$ cat src/rtl/dck_phase_sweep_pkg.sv
// Shared RCD calibration package: DCK phase sweep state encoding
// and default phase-code width.
package dck_phase_sweep_pkg;

  localparam int DCK_PHASE_W = 8;

  typedef enum logic [2:0] {
    S_IDLE,
    S_SETTLE,
    S_SAMPLE,
    S_EVAL,
    S_PUBLISH
  } sweep_state_t;

endpackage

$ cat src/rtl/dck_phase_sweep_vote.sv
// dck_vote_acc: per-step DCK sample counter and majority vote.
// A tie (exactly half ones) votes 0.
module dck_vote_acc #(
  parameter int SAMPLE_CNT = 8
) (
  input  logic clk,
  input  logic rst_n,
  input  logic clr,
  input  logic en,
  input  logic din,
  output logic last,
  output logic vote
);

  localparam int CW = $clog2(SAMPLE_CNT + 1);
  localparam logic [CW-1:0] HALF = CW'(SAMPLE_CNT / 2);
  localparam logic [CW-1:0] LAST = CW'(SAMPLE_CNT - 1);

  logic [CW-1:0] ones_cnt;
  logic [CW-1:0] samp_cnt;

  always_ff @(posedge clk or negedge rst_n) begin
    if (!rst_n) begin
      ones_cnt <= '0;
      samp_cnt <= '0;
    end else if (clr) begin
      ones_cnt <= '0;
      samp_cnt <= '0;
    end else if (en) begin
      samp_cnt <= samp_cnt + CW'(1);
      if (din)
        ones_cnt <= ones_cnt + CW'(1);
    end
  end

  assign last = en && (samp_cnt == LAST);
  assign vote = ones_cnt > HALF;

endmodule

$ cat src/rtl/dck_phase_sweep.sv
// DCK phase sweep: steps the sampling tap until a 0->1 DCK vote
// transition is seen, then hands the edge code to the calibrator.
module dck_phase_sweep
  import dck_phase_sweep_pkg::*;
#(
  parameter int PHASE_WIDTH   = DCK_PHASE_W,
  parameter int SETTLE_CYCLES = 4,
  parameter int SAMPLE_CNT    = 8,
  parameter int ACK_TIMEOUT   = 255
) (
  input  logic                   clk,
  input  logic                   rst_n,
  input  logic                   start,
  input  logic                   abort,
  input  logic                   dck_sample,
  input  logic                   cfg_ack,
  output logic [PHASE_WIDTH-1:0] phase_code,
  output logic [PHASE_WIDTH-1:0] phase_cfg,
  output logic                   cfg_valid,
  output logic                   busy,
  output logic                   done,
  output logic                   err
);

  localparam int TMAX =
    (SETTLE_CYCLES > ACK_TIMEOUT) ? SETTLE_CYCLES : ACK_TIMEOUT;
  localparam int TW = $clog2(TMAX + 1);
  localparam logic [TW-1:0] SETTLE_LAST = TW'(SETTLE_CYCLES - 1);
  localparam logic [TW-1:0] ACK_LAST    = TW'(ACK_TIMEOUT - 1);

  sweep_state_t state_q, state_d;
  logic [PHASE_WIDTH-1:0] code_d, cfg_d;
  logic [TW-1:0] cnt_q, cnt_d;
  logic prev_q, prev_d;
  logic first_q, first_d;
  logic valid_d, done_d, err_d;
  logic acc_clr, acc_en;
  logic samp_last, vote;

  dck_vote_acc #(
    .SAMPLE_CNT(SAMPLE_CNT)
  ) u_vote (
    .clk  (clk),
    .rst_n(rst_n),
    .clr  (acc_clr),
    .en   (acc_en),
    .din  (dck_sample),
    .last (samp_last),
    .vote (vote)
  );

  always_ff @(posedge clk or negedge rst_n) begin
    if (!rst_n) begin
      state_q    <= S_IDLE;
      phase_code <= '0;
      phase_cfg  <= '0;
      cfg_valid  <= 1'b0;
      busy       <= 1'b0;
      done       <= 1'b0;
      err        <= 1'b0;
      cnt_q      <= '0;
      prev_q     <= 1'b0;
      first_q    <= 1'b0;
    end else begin
      state_q    <= state_d;
      phase_code <= code_d;
      phase_cfg  <= cfg_d;
      cfg_valid  <= valid_d;
      busy       <= (state_d != S_IDLE);
      done       <= done_d;
      err        <= err_d;
      cnt_q      <= cnt_d;
      prev_q     <= prev_d;
      first_q    <= first_d;
    end
  end

  always_comb begin
    state_d = state_q;
    code_d  = phase_code;
    cfg_d   = phase_cfg;
    valid_d = cfg_valid;
    done_d  = 1'b0;
    err_d   = 1'b0;
    cnt_d   = cnt_q;
    prev_d  = prev_q;
    first_d = first_q;
    acc_clr = 1'b0;
    acc_en  = 1'b0;
    // abort outranks start, ack and timeout
    if (abort) begin
      state_d = S_IDLE;
      code_d  = '0;
      valid_d = 1'b0;
      cnt_d   = '0;
      acc_clr = 1'b1;
    end else begin
      unique case (state_q)
        S_IDLE: begin
          if (start) begin
            state_d = S_SETTLE;
            code_d  = '0;
            prev_d  = 1'b0;
            first_d = 1'b1;
            cnt_d   = '0;
          end
        end
        S_SETTLE: begin
          acc_clr = 1'b1;
          if (cnt_q == SETTLE_LAST) begin
            cnt_d   = '0;
            state_d = S_SAMPLE;
          end else begin
            cnt_d = cnt_q + TW'(1);
          end
        end
        S_SAMPLE: begin
          acc_en = 1'b1;
          if (samp_last)
            state_d = S_EVAL;
        end
        S_EVAL: begin
          if (!first_q && !prev_q && vote) begin
            cfg_d   = phase_code;
            valid_d = 1'b1;
            cnt_d   = '0;
            state_d = S_PUBLISH;
          end else if (&phase_code) begin
            err_d   = 1'b1;
            code_d  = '0;
            state_d = S_IDLE;
          end else begin
            code_d  = phase_code + PHASE_WIDTH'(1);
            prev_d  = vote;
            first_d = 1'b0;
            state_d = S_SETTLE;
          end
        end
        S_PUBLISH: begin
          if (cfg_ack) begin
            done_d  = 1'b1;
            valid_d = 1'b0;
            state_d = S_IDLE;
          end else if (cnt_q == ACK_LAST) begin
            err_d   = 1'b1;
            valid_d = 1'b0;
            state_d = S_IDLE;
          end else begin
            cnt_d = cnt_q + TW'(1);
          end
        end
        default: state_d = S_IDLE;
      endcase
    end
  end

endmodule

$ cat config.mk
export PLATFORM = sky130hd
export DESIGN_NAME = dck_phase_sweep
export DESIGN_NICKNAME = d
export VERILOG_FILES = /design/src/rtl/dck_phase_sweep_pkg.sv /design/src/rtl/dck_phase_sweep_vote.sv /design/src/rtl/dck_phase_sweep.sv
export SDC_FILE = /design/constraint.sdc
export NUM_CORES = 1
export LEC_CHECK = 0
export BUFFER_PORTS_ARGS = -buffer_cell sky130_fd_sc_hd__buf_2
export CORE_ASPECT_RATIO = 1.75
export CORE_MARGIN = 5
export CORE_UTILIZATION = 55
export CTS_BUF_LIST = sky130_fd_sc_hd__clkbuf_2
export DETAILED_ROUTE_END_ITERATION = 16
export PLACE_DENSITY = 0.87
export SLEW_MARGIN = 0
export SYNTH_ARGS = -nofsm -noshare
export SYNTH_HDL_FRONTEND = slang
export SYNTH_SLANG_ARGS = --single-unit
$ cat constraint.sdc
create_clock -name clk -period 4.4 [get_ports clk]
set_clock_uncertainty 0.15 [all_clocks]
set_input_delay 0.44 -clock clk [delete_from_list [all_inputs] [get_ports clk]]
set_output_delay 0.44 -clock clk [all_outputs]
set_load 0.02 [all_outputs]
==> metrics.csv <==
metric,value,unit
setup_viol,0,
wirelength,4850,um
finalSetupTns,0,ns
dp_hpwl,3500,um
maxCapViolCount,0,
fmax,379,MHz
synth_top_area_cell,dfrtp_1,
cts_resized,0,
clock_sinks,41,
die_x,58.1,um
cts_max_level,2,
synth_warnings,0,
overflow,0,
synth_seq_cells,41,
final_hold_viol_count,0,
avgSynthCellArea,9.41,um^2
synth_edf_count,0,
async_flop_share,100,%
crit_type,flip-flop to flip-flop,
holdBufCountCts,1,
start_util,57.1,%
postLayoutSetupSlackWorst,1.76,ns
tightest_slew,0.911,ns
regToRegSetupSlack,1.76,ns
start_kind,flip-flop,
clk_latency,0.40,ns
relSlewSlack,39.3,%
clock-root-buffer,clkbuf_2,
place_congestion,0.860,
ios,26,
syn_nets,249,
post_cts_buffers,0,
place_area,0.00236,mm^2
syn_to_final_growth,9.48,%
die_h,94.3,um
synth_flop_cell,dfrtp_1,
status,completed,
drive_gt1_share,18.8,%
n_antenna_cell,0,
yosys-top-cells-count,"dfrtp_1, o21ai_0, nor2_1, nand2_1, o31ai_1",
worstSetupEndpoint,cnt_q[5],
yosysUniqueCellTypes,49,
cts_made_buffers,5,
synth_top_area_share,46.0,%
reg2reg_depth,5,
yosysSeqAreaShare,46.0,%
pre_cts_ws,1.80,ns
drv_slew,0,
synth_area_leaders,"dfrtp_1, o21ai_0, mux2_2",
finalNetCount,271,
cp-end-kind,flip-flop,
syn_area,0.00223,mm^2
rows,30,
clk_pin_slew,0.21,ns
leakage,1.16,nW
r2r-end,cnt_q[5],
grt_max_degree,42,
fin_area,0.00244,mm^2
finalPower,0.651,mW
period_minus_slack,2.64,ns
required,4.56,ns
io_buffers,25,
dieArea,0.00548,mm^2
worstReg2RegStart,state_q[0],
cp_max_fo,20,
synthCells,237,
vias,1905,
core-area,0.00390,mm^2
grt.total_usage,19.7,%
grt_pass1_vias,1853,
cts_tree,yes,
critPathArrivalTime,2.80,ns
ir_drop,0.298,mV
drt_iter0_markers,72,
yosysMostFrequentCell,dfrtp_1,
finalCritPeriodShare,59.9,%
via_per_inst,6.19,
power.density,266,mW/mm^2
wl_per_cell,15.8,um
clock_path_buffers,2,
worstSetupStartpoint,state_q[0],
ant_nets,0,
dr.pass1.iters,4,
grt_setup_unrepaired,false,
grt_pass1_wl,8450,um
drc,0,
antenna_found_initial,0,
hold_path_class,input port to flip-flop,
## critical path: stages, from the launching register on
cell and delay [ns]:
dfrtp_1 0.73, mux2_2 0.39, a31o_1 0.18, a221o_1 0.43
or2_0 0.38, o41ai_2 0.31
## worst min-delay path by stage
stage | end | depth (start not counted) | from
after global placement | phase_cfg[4] | 1 | phase_cfg[4]
after detailed placement | phase_cfg[3] | 1 | phase_cfg[3]
final | done | 3 | cfg_ack
after global routing | done | 3 | cfg_ack
after CTS | done | 3 | cfg_ack
after floorplan | busy | 0 | rst_n
## layer usage
metal / track usage, % / vias to the layer above / part of all wire (%)
met5: 0 / - / 0
met3: 3.99 / 5 / 3.2
met1: 22.9 / 950 / 41
li1: - / 908 / -
met2: 34.2 / 42 / 54
met4: 8.51 / 0 / 1.4
## cell usage in the layout, fill, tap and decap left out, types with 2 or more instances in the layout
cell type  Yosys  layout
a21boi_0       3       3
a21oi_1        9       9
a31oi_1        3       3
and2_1         2       2
and3_1         4       4
buf_2          3      25
clkbuf_2       0       6
dfrtp_1       41      41
ha_1           6       6
inv_1         10      10
mux2_2         9       9
nand2_1       19      19
nand2b_1       4       4
nand3_1       10      10
nand4_1        5       5
nor2_1        20      20
nor2b_1        6       6
nor3_1         2       2
nor4_1         3       3
o21ai_0       26      26
o311ai_0       2       2
o31ai_1       11      11
or2_2          4       4
xnor2_1        2       2
xor2_1         2       2
## cell families after synthesis
family | after synthesis | share of synthesized area, %
compound gates | 67 | 19.5
buf+inv | 21 | 4.04
flops | 41 | 46.0
simple gates | 88 | 20.5
xor+xnor | 4 | 1.57
mux | 10 | 4.99
fa+ha+maj | 6 | 3.37
## where the power goes
group | leakage (nW) | switching (mW) | internal (mW)
combinational | 0.551 | 0.0279 | 0.0118
clock | 0.0432 | 0.123 | 0.0997
sequential | 0.567 | 0.00645 | 0.381
total | 1.16 | 0.158 | 0.493
## per-stage QoR
stage / utilization, % / hold WS [ns] / instances
2_1_floorplan: - / -0.00559 / 237
3_3_place_gp: 60.5 / 0.332 / 299
3_5_place_dp: 60.5 / 0.340 / 299
4_1_cts: 62.6 / 0.154 / 308
5_1_grt: 62.6 / 0.163 / 308
6_report: 62.6 / 0.181 / 308
## sequential cells by signal (all words and copies together), names as in the netlist, 3 cells and up
name	count
cnt_q	8
phase_cfg	8
phase_code	8
u_vote.ones_cnt	4
u_vote.samp_cnt	4
state_q	3
## cell type report
class / instances / area [um^2]
fill: 343 / 1460
multi-input combinational: 175 / 1110
sequential: 41 / 1030
timing repair buffer: 26 / 135
tap: 48 / 60.1
clock inverter: 2 / 38.8
inverter: 10 / 37.5
clock buffer: 6 / 30.0
(Power assumes the default switching activity.)
